[src/rtl/parity_pkg.sv]
// Shared defaults and parity-mode encoding for the parity generator/checker.
package parity_pkg;

  localparam int unsigned DEF_DATA_W    = 4;
  localparam int unsigned DEF_ERR_CNT_W = 8;

  localparam logic PAR_EVEN = 1'b0;
  localparam logic PAR_ODD  = 1'b1;

endpackage

[src/rtl/parity_tree.sv]
// Combinational parity bit: XOR-reduction of the word, inverted in odd mode.
module parity_tree #(
  parameter int unsigned DATA_W = parity_pkg::DEF_DATA_W
) (
  input  logic [DATA_W-1:0] data,
  input  logic              odd_sel,
  output logic              parity
);

  assign parity = (^data) ^ odd_sel;

endmodule

[src/rtl/parity_generator.sv]
// Registered parity generator with an independent parity checker and error counter.
// Optional feature macro: PARITY_ERRCNT_EN enables the saturating err_count.
module parity_generator
  import parity_pkg::*;
#(
  parameter int unsigned DATA_W    = DEF_DATA_W,
  parameter int unsigned ERR_CNT_W = DEF_ERR_CNT_W
) (
  input  logic                 clk,
  input  logic                 rst,
  input  logic                 in_valid,
  input  logic [DATA_W-1:0]    in_data,
  input  logic                 odd_sel,
  output logic                 out_valid,
  output logic [DATA_W-1:0]    out_data,
  output logic                 parity,
  input  logic                 chk_valid,
  input  logic [DATA_W-1:0]    chk_data,
  input  logic                 chk_parity,
  output logic                 chk_err,
  output logic [ERR_CNT_W-1:0] err_count
);

  logic gen_parity;
  logic exp_parity;
  logic mismatch;

  logic              out_valid_q, out_valid_d;
  logic [DATA_W-1:0] out_data_q,  out_data_d;
  logic              parity_q,    parity_d;
  logic              chk_err_q,   chk_err_d;

  parity_tree #(
    .DATA_W (DATA_W)
  ) u_gen_tree (
    .data    (in_data),
    .odd_sel (odd_sel),
    .parity  (gen_parity)
  );

  parity_tree #(
    .DATA_W (DATA_W)
  ) u_chk_tree (
    .data    (chk_data),
    .odd_sel (odd_sel),
    .parity  (exp_parity)
  );

  assign mismatch = chk_valid & (chk_parity != exp_parity);

  // Data and parity hold their last value while no word is presented.
  always_comb begin
    out_valid_d = in_valid;
    out_data_d  = out_data_q;
    parity_d    = parity_q;
    if (in_valid) begin
      out_data_d = in_data;
      parity_d   = gen_parity;
    end
    chk_err_d = mismatch;
  end

  always_ff @(posedge clk) begin
    if (rst) begin
      out_valid_q <= 1'b0;
      out_data_q  <= '0;
      parity_q    <= 1'b0;
      chk_err_q   <= 1'b0;
    end else begin
      out_valid_q <= out_valid_d;
      out_data_q  <= out_data_d;
      parity_q    <= parity_d;
      chk_err_q   <= chk_err_d;
    end
  end

  assign out_valid = out_valid_q;
  assign out_data  = out_data_q;
  assign parity    = parity_q;
  assign chk_err   = chk_err_q;

`ifdef PARITY_ERRCNT_EN
  logic [ERR_CNT_W-1:0] err_count_q, err_count_d;

  // Saturate at all-ones rather than wrapping.
  always_comb begin
    err_count_d = err_count_q;
    if (mismatch && (err_count_q != '1)) begin
      err_count_d = err_count_q + ERR_CNT_W'(1);
    end
  end

  always_ff @(posedge clk) begin
    if (rst) begin
      err_count_q <= '0;
    end else begin
      err_count_q <= err_count_d;
    end
  end

  assign err_count = err_count_q;
`else
  assign err_count = '0;
`endif

endmodule

[config.mk]
export PLATFORM = sky130hd
export DESIGN_NAME = parity_generator
export DESIGN_NICKNAME = d
export VERILOG_FILES = /design/src/rtl/parity_pkg.sv /design/src/rtl/parity_tree.sv /design/src/rtl/parity_generator.sv
export SDC_FILE = /design/constraint.sdc
export NUM_CORES = 1
export LEC_CHECK = 0
export ABC_CLOCK_PERIOD_IN_PS = 1900
export CAP_MARGIN = 20
export CORE_AREA = 2 2 39 41
export DETAILED_ROUTE_END_ITERATION = 8
export DIE_AREA = 0 0 41 43
export PLACE_DENSITY = 0.71
export RECOVER_POWER = 100
export SYNTH_ARGS = -nofsm -noshare
export SYNTH_HDL_FRONTEND = slang
export SYNTH_HIERARCHICAL = 1
export SYNTH_SLANG_ARGS = --single-unit
[constraint.sdc]
create_clock -name clk -period 1.9 [get_ports clk]
set_clock_uncertainty 0.2 [all_clocks]
set_input_delay 0.38 -clock clk [delete_from_list [all_inputs] [get_ports clk]]
set_output_delay 0.38 -clock clk [all_outputs]
set_load 0.005 [all_outputs]
==> Word level (Yosys, flattened, before mapping) <==
Index checks and enable logic that the tools add are counted.
{ "totals": {"reg_bits": 7, "inputBits": 14} }
{ "classes": {"bitwise_logic": 3, "n_eq_ne": 1, "reduce_logical": 2} }
{ "op_table": {"columns": ["operator", "n"], "rows": [
  ["$reduce_xor 4->1", 2],
  ["$xor 1x1->1", 2],
  ["$and 1x1->1", 1],
  ["$ne 1x1->1", 1]
]} }

==> Logic depth before layout (Yosys ltp) <==
{ "logic_depth": {"depth_word": 4, "depth_mapped": 4} }

==> By module <==
The synthesis kept the hierarchy.
{ "by_module_without_submodules": {"columns": ["mod", "instances", "area_each_um2", "cells_each"], "rows": [
  ["parity_generator", 1, 306.5, 30],
  ["parity_tree", 2, 40.0, 3]
]} }

==> Worst setup path after synthesis <==
OpenSTA, ideal clock, no wires.
{ "synth_path": {"kind": "input -> register", "start": "input port chk_data[1]", "end": "register chk_err_q, in the netlist chk_err", "slack_ns": 0.464, "required_ns": 1.620, "stages": 4, "n_path_buf": 0, "arrival_time_ns": 1.156, "path_cell_list": "xnor3_1 xnor2_1 xnor2_1 nor3b_1"} }
{ "synth_via": {"elab_chain_len": 4} }
{ "synth_lines": {"columns": ["item", "line", "text"], "rows": [
  ["start: declaration", "parity_generator.sv:18", "input logic [DATA_W-1:0] chk_data,"],
  ["$reduce_xor 4->1", "parity_tree.sv:10", "assign parity = (^data) ^ odd_sel;"],
  ["$xor 1x1->1", "parity_tree.sv:10", null],
  ["named net exp_parity", "parity_generator.sv:25", "logic exp_parity;"],
  ["$ne 1x1->1", "parity_generator.sv:49", "assign mismatch = chk_valid & (chk_parity != exp_parity);"],
  ["$and 1x1->1", "parity_generator.sv:49", null],
  ["end signal: assignment", "parity_generator.sv:73", "chk_err_q <= chk_err_d;"],
  ["end: declaration", "parity_generator.sv:31", "logic chk_err_q, chk_err_d;"]
]} }
The timed path passes the listed nets, and every way through them passes these cells.
A chain may end at the register's enable or synchronous reset.

==> Final worst setup path <==
{ "layout_path": {"start": "input port in_data[1]", "end": "register parity_q, in the netlist parity"} }
{ "layout_via": {"elab_chain_len": 2} }
{ "layout_lines": {"columns": ["item", "line", "text"], "rows": [
  ["start: declaration", "parity_generator.sv:12", "input logic [DATA_W-1:0] in_data,"],
  ["$reduce_xor 4->1", "parity_tree.sv:10", null],
  ["$xor 1x1->1", "parity_tree.sv:10", null],
  ["named net gen_parity", "parity_generator.sv:24", "logic gen_parity;"],
  ["end signal: assignment", "parity_generator.sv:72", "parity_q <= parity_d;"],
  ["end: declaration", "parity_generator.sv:30", "logic parity_q, parity_d;"]
]} }
The timed path passes the listed nets, and every way through them passes these cells.

==> results.txt <==
For this design, the slowest cell found on the critical path is dlygate4sd3_1. The number of H-tree levels came out at 1. In this run, CTS created clock tree buffers numbering 3. In the routed design, unresolved DRC markers number 0. The setup slack after layout is 0.176 ns, and the cts-stage hold buffer count is 0.

By startpoint and endpoint, the worst setup path is classified as in2reg. The initial cell density of the core was 0.279. The cell taking the most area after synthesis was dfxtp_1. The number of pins exceeding their max-slew limit in the final report is 0, and the largest buffer count on any clock path is 2.

The initial detailed-routing violation count is 1. The portion of the post-synthesis area used by sequential elements was 0.362; the post-placement cell area was 562 um2. In this run the core area contains 14 standard-cell rows.

Post-CTS repair changed the size of 0 cells. The logs give 1.82 ns for the required time of the worst setup path and 203 uV for the highest ir drop seen on vdd. The fraction of final layout cells with drive strength greater than 1 was 0.0517. The worst setup path is launched from an input port. The vertical die dimension is 43 um, and the portion of synthesized cell area occupied by the leading cell type is 0.362.

After synthesis the netlist holds a flip-flop and latch count of 7. Walking the worst path, the cells encountered are dlygate4sd3_1 > xnor3_1 > xnor2_1 > mux2i_1 > nor2_1. For the final estimated routing congestion in global placement, the log shows 0.488. For the post-CTS setup-driven buffer insertion count, the log shows 0.

Combined global-route utilization of all metal layers: 0.0874. STA classifies the critical path endpoint as a flip-flop. After synthesis the cells add up to 387 um2. Along the worst path, the maximum fanout reaches 2. TritonCTS built the clock tree.

In this run the standard cell core region covers 1380 um2. The worst endpoint data arrival time is 1.65 ns, and the post-route clock period utilization is 0.907. The final layout contains routed wiring with a total length of 638 um. The first detailed-routing pass ran for 2 iterations. The total number of yosys warnings is 6, and the critical path's largest stage delay is 0.55 ns.

The clock root buffer master was clkbuf_4. The die covers 1760 um2. By area the synthesized netlist is led by dfxtp_1, buf_4, mux2i_1. The number of buffers inserted by port buffering was 20; the final number of setup-violating endpoints was 0.

Detailed placement ended at an HPWL of 518 um. The tools report the final hold violation count as 0. Detailed routing inserted a total of 279 vias.

The clock period could shrink to 1.72 ns. Once detail routing completed, the nets flagged for antenna violations numbered 0. During I/O placement, the number of pins put on the boundary was 29. In the synthesized netlist, the number of instances is 36.

Setup repair after global routing left no endpoint under its margin. The power density over cell area is 670 nW/um2. For the initial antenna violation count, the log shows 0. The finished cells cover 588 um2. The average cell area after synthesis was 10.7 um2. Maximum achievable frequency: 580 MHz.

The run finished with clean final reports. The number of antenna diodes in the final layout is 0. The tightest min-delay check is of the reg2reg type. Global routing finished with a remaining overflow of 0. The clock transition time at the flip-flop clock pins of the worst setup and hold paths was 0.05 ns. Total of max-cap violations: 0. After detailed routing, the average wire length per cell comes to 8.62 um.

For the pin count of the biggest net entering global routing, the log shows 8. The via count of the first global-routing pass was 268; the count of distinct cell types in the synthesized netlist was 11. The tools report the number of nets in the layout as 73.

The relative area change from synthesis to final layout is 52.1%. The floorplan step set the die width to 41 um. The clock network latency to the later pin of the worst-skew pair is 0.24 ns, and the post-placement worst setup slack is -0.0738 ns. The leakage power summed over all cells was 0.280 nW; the count of clock tree sinks was 7.

The first global-routing pass estimated 1040 um of wire. The mean number of vias per cell came out at 3.77.
critical path: cells and delay by family:
family                    cells  cell delay, ns
buffers and inverters         1            0.55
xor gates and xnor gates      2            0.54
muxes                         1            0.13
and+or+nand+nor               1            0.05
sequential cells by signal, indices dropped and copies added, names as in the netlist:
register and flops:
out_data 4, chk_err 1, out_valid 1, parity 1
Yosys cell counts:
library cell,instances
buf_4,8
buf_6,1
conb_1,1
dfxtp_1,7
mux2i_1,5
nor2_1,5
nor2b_1,1
nor3b_1,1
xnor2_1,3
xnor3_1,2
xor2_1,2
path summary, 6_finish.rpt:
kind,start,endpoint,slack (ns),cells past startpoint
worst max-delay path,in_data[1],parity,0.18,5
worst min-delay path,out_data[0],out_data[0],0.29,2
worst max register to register,out_data[2],out_data[2],1.11,2
worst min register to register,out_data[0],out_data[0],0.29,2
power breakdown:
| part | switching (mW) | internal (mW) | total [mW] |
|---|---|---|---|
| Sequential | 0.00348 | 0.158 | 0.162 |
| Combinational | 0.0349 | 0.0673 | 0.102 |
| Clock | 0.0505 | 0.0799 | 0.130 |
| Total | 0.0889 | 0.305 | 0.394 |
stage by stage:
step	total power, mW	TNS (ns)	hold slack, ns	instances	util
CTS	0.406	0	0.299	74	0.425
global placement	0.272	-0.0564	0.275	70	0.406
global route	0.431	0	0.314	74	0.425
floorplan	0.230	0	0.252	43	-
detailed placement	0.273	-0.0897	0.287	70	0.406
finish	0.394	0	0.286	74	0.425
cells by family (layout without fill, tap and decap cells):
group	count (synthesis)	after routing	share of synthesized area
flip-flops	7	7	0.362
XOR/XNOR	7	7	0.230
other	1	8	0.00970
multiplexers	5	5	0.129
AND/OR/NAND/NOR	7	7	0.0842
buffers and inverters	9	24	0.184
layer usage:
| layer | vias to the layer above | share of wire | global-route usage |
|---|---|---|---|
| met5 | - | 0 | 0 |
| met4 | 0 | 0 | 0.0600 |
| met3 | 0 | 0.17 | 0.0419 |
| met2 | 19 | 0.44 | 0.138 |
| met1 | 117 | 0.39 | 0.0839 |
| li1 | 143 | - | - |
area by class of cell:
cell class                 instances  area [um2]
fill                             135         796
multi-input combinational         27         201
timing repair buffer              20         200
sequential                         7         140
clock buffer                       4        26.3
tap                               16        20.0
placed cells by master, fill, tap and decap left out:
cell type,count
dfxtp_1,7
xor2_1,2
nor2b_1,1
clkdlybuf4s50_1,11
conb_1,8
nor3b_1,1
nor2_1,5
dlygate4sd3_1,9
clkbuf_1,1
mux2i_1,5
xnor3_1,2
xnor2_1,3
clkbuf_4,3
No activity file was read; power rests on OpenSTA's default activity.
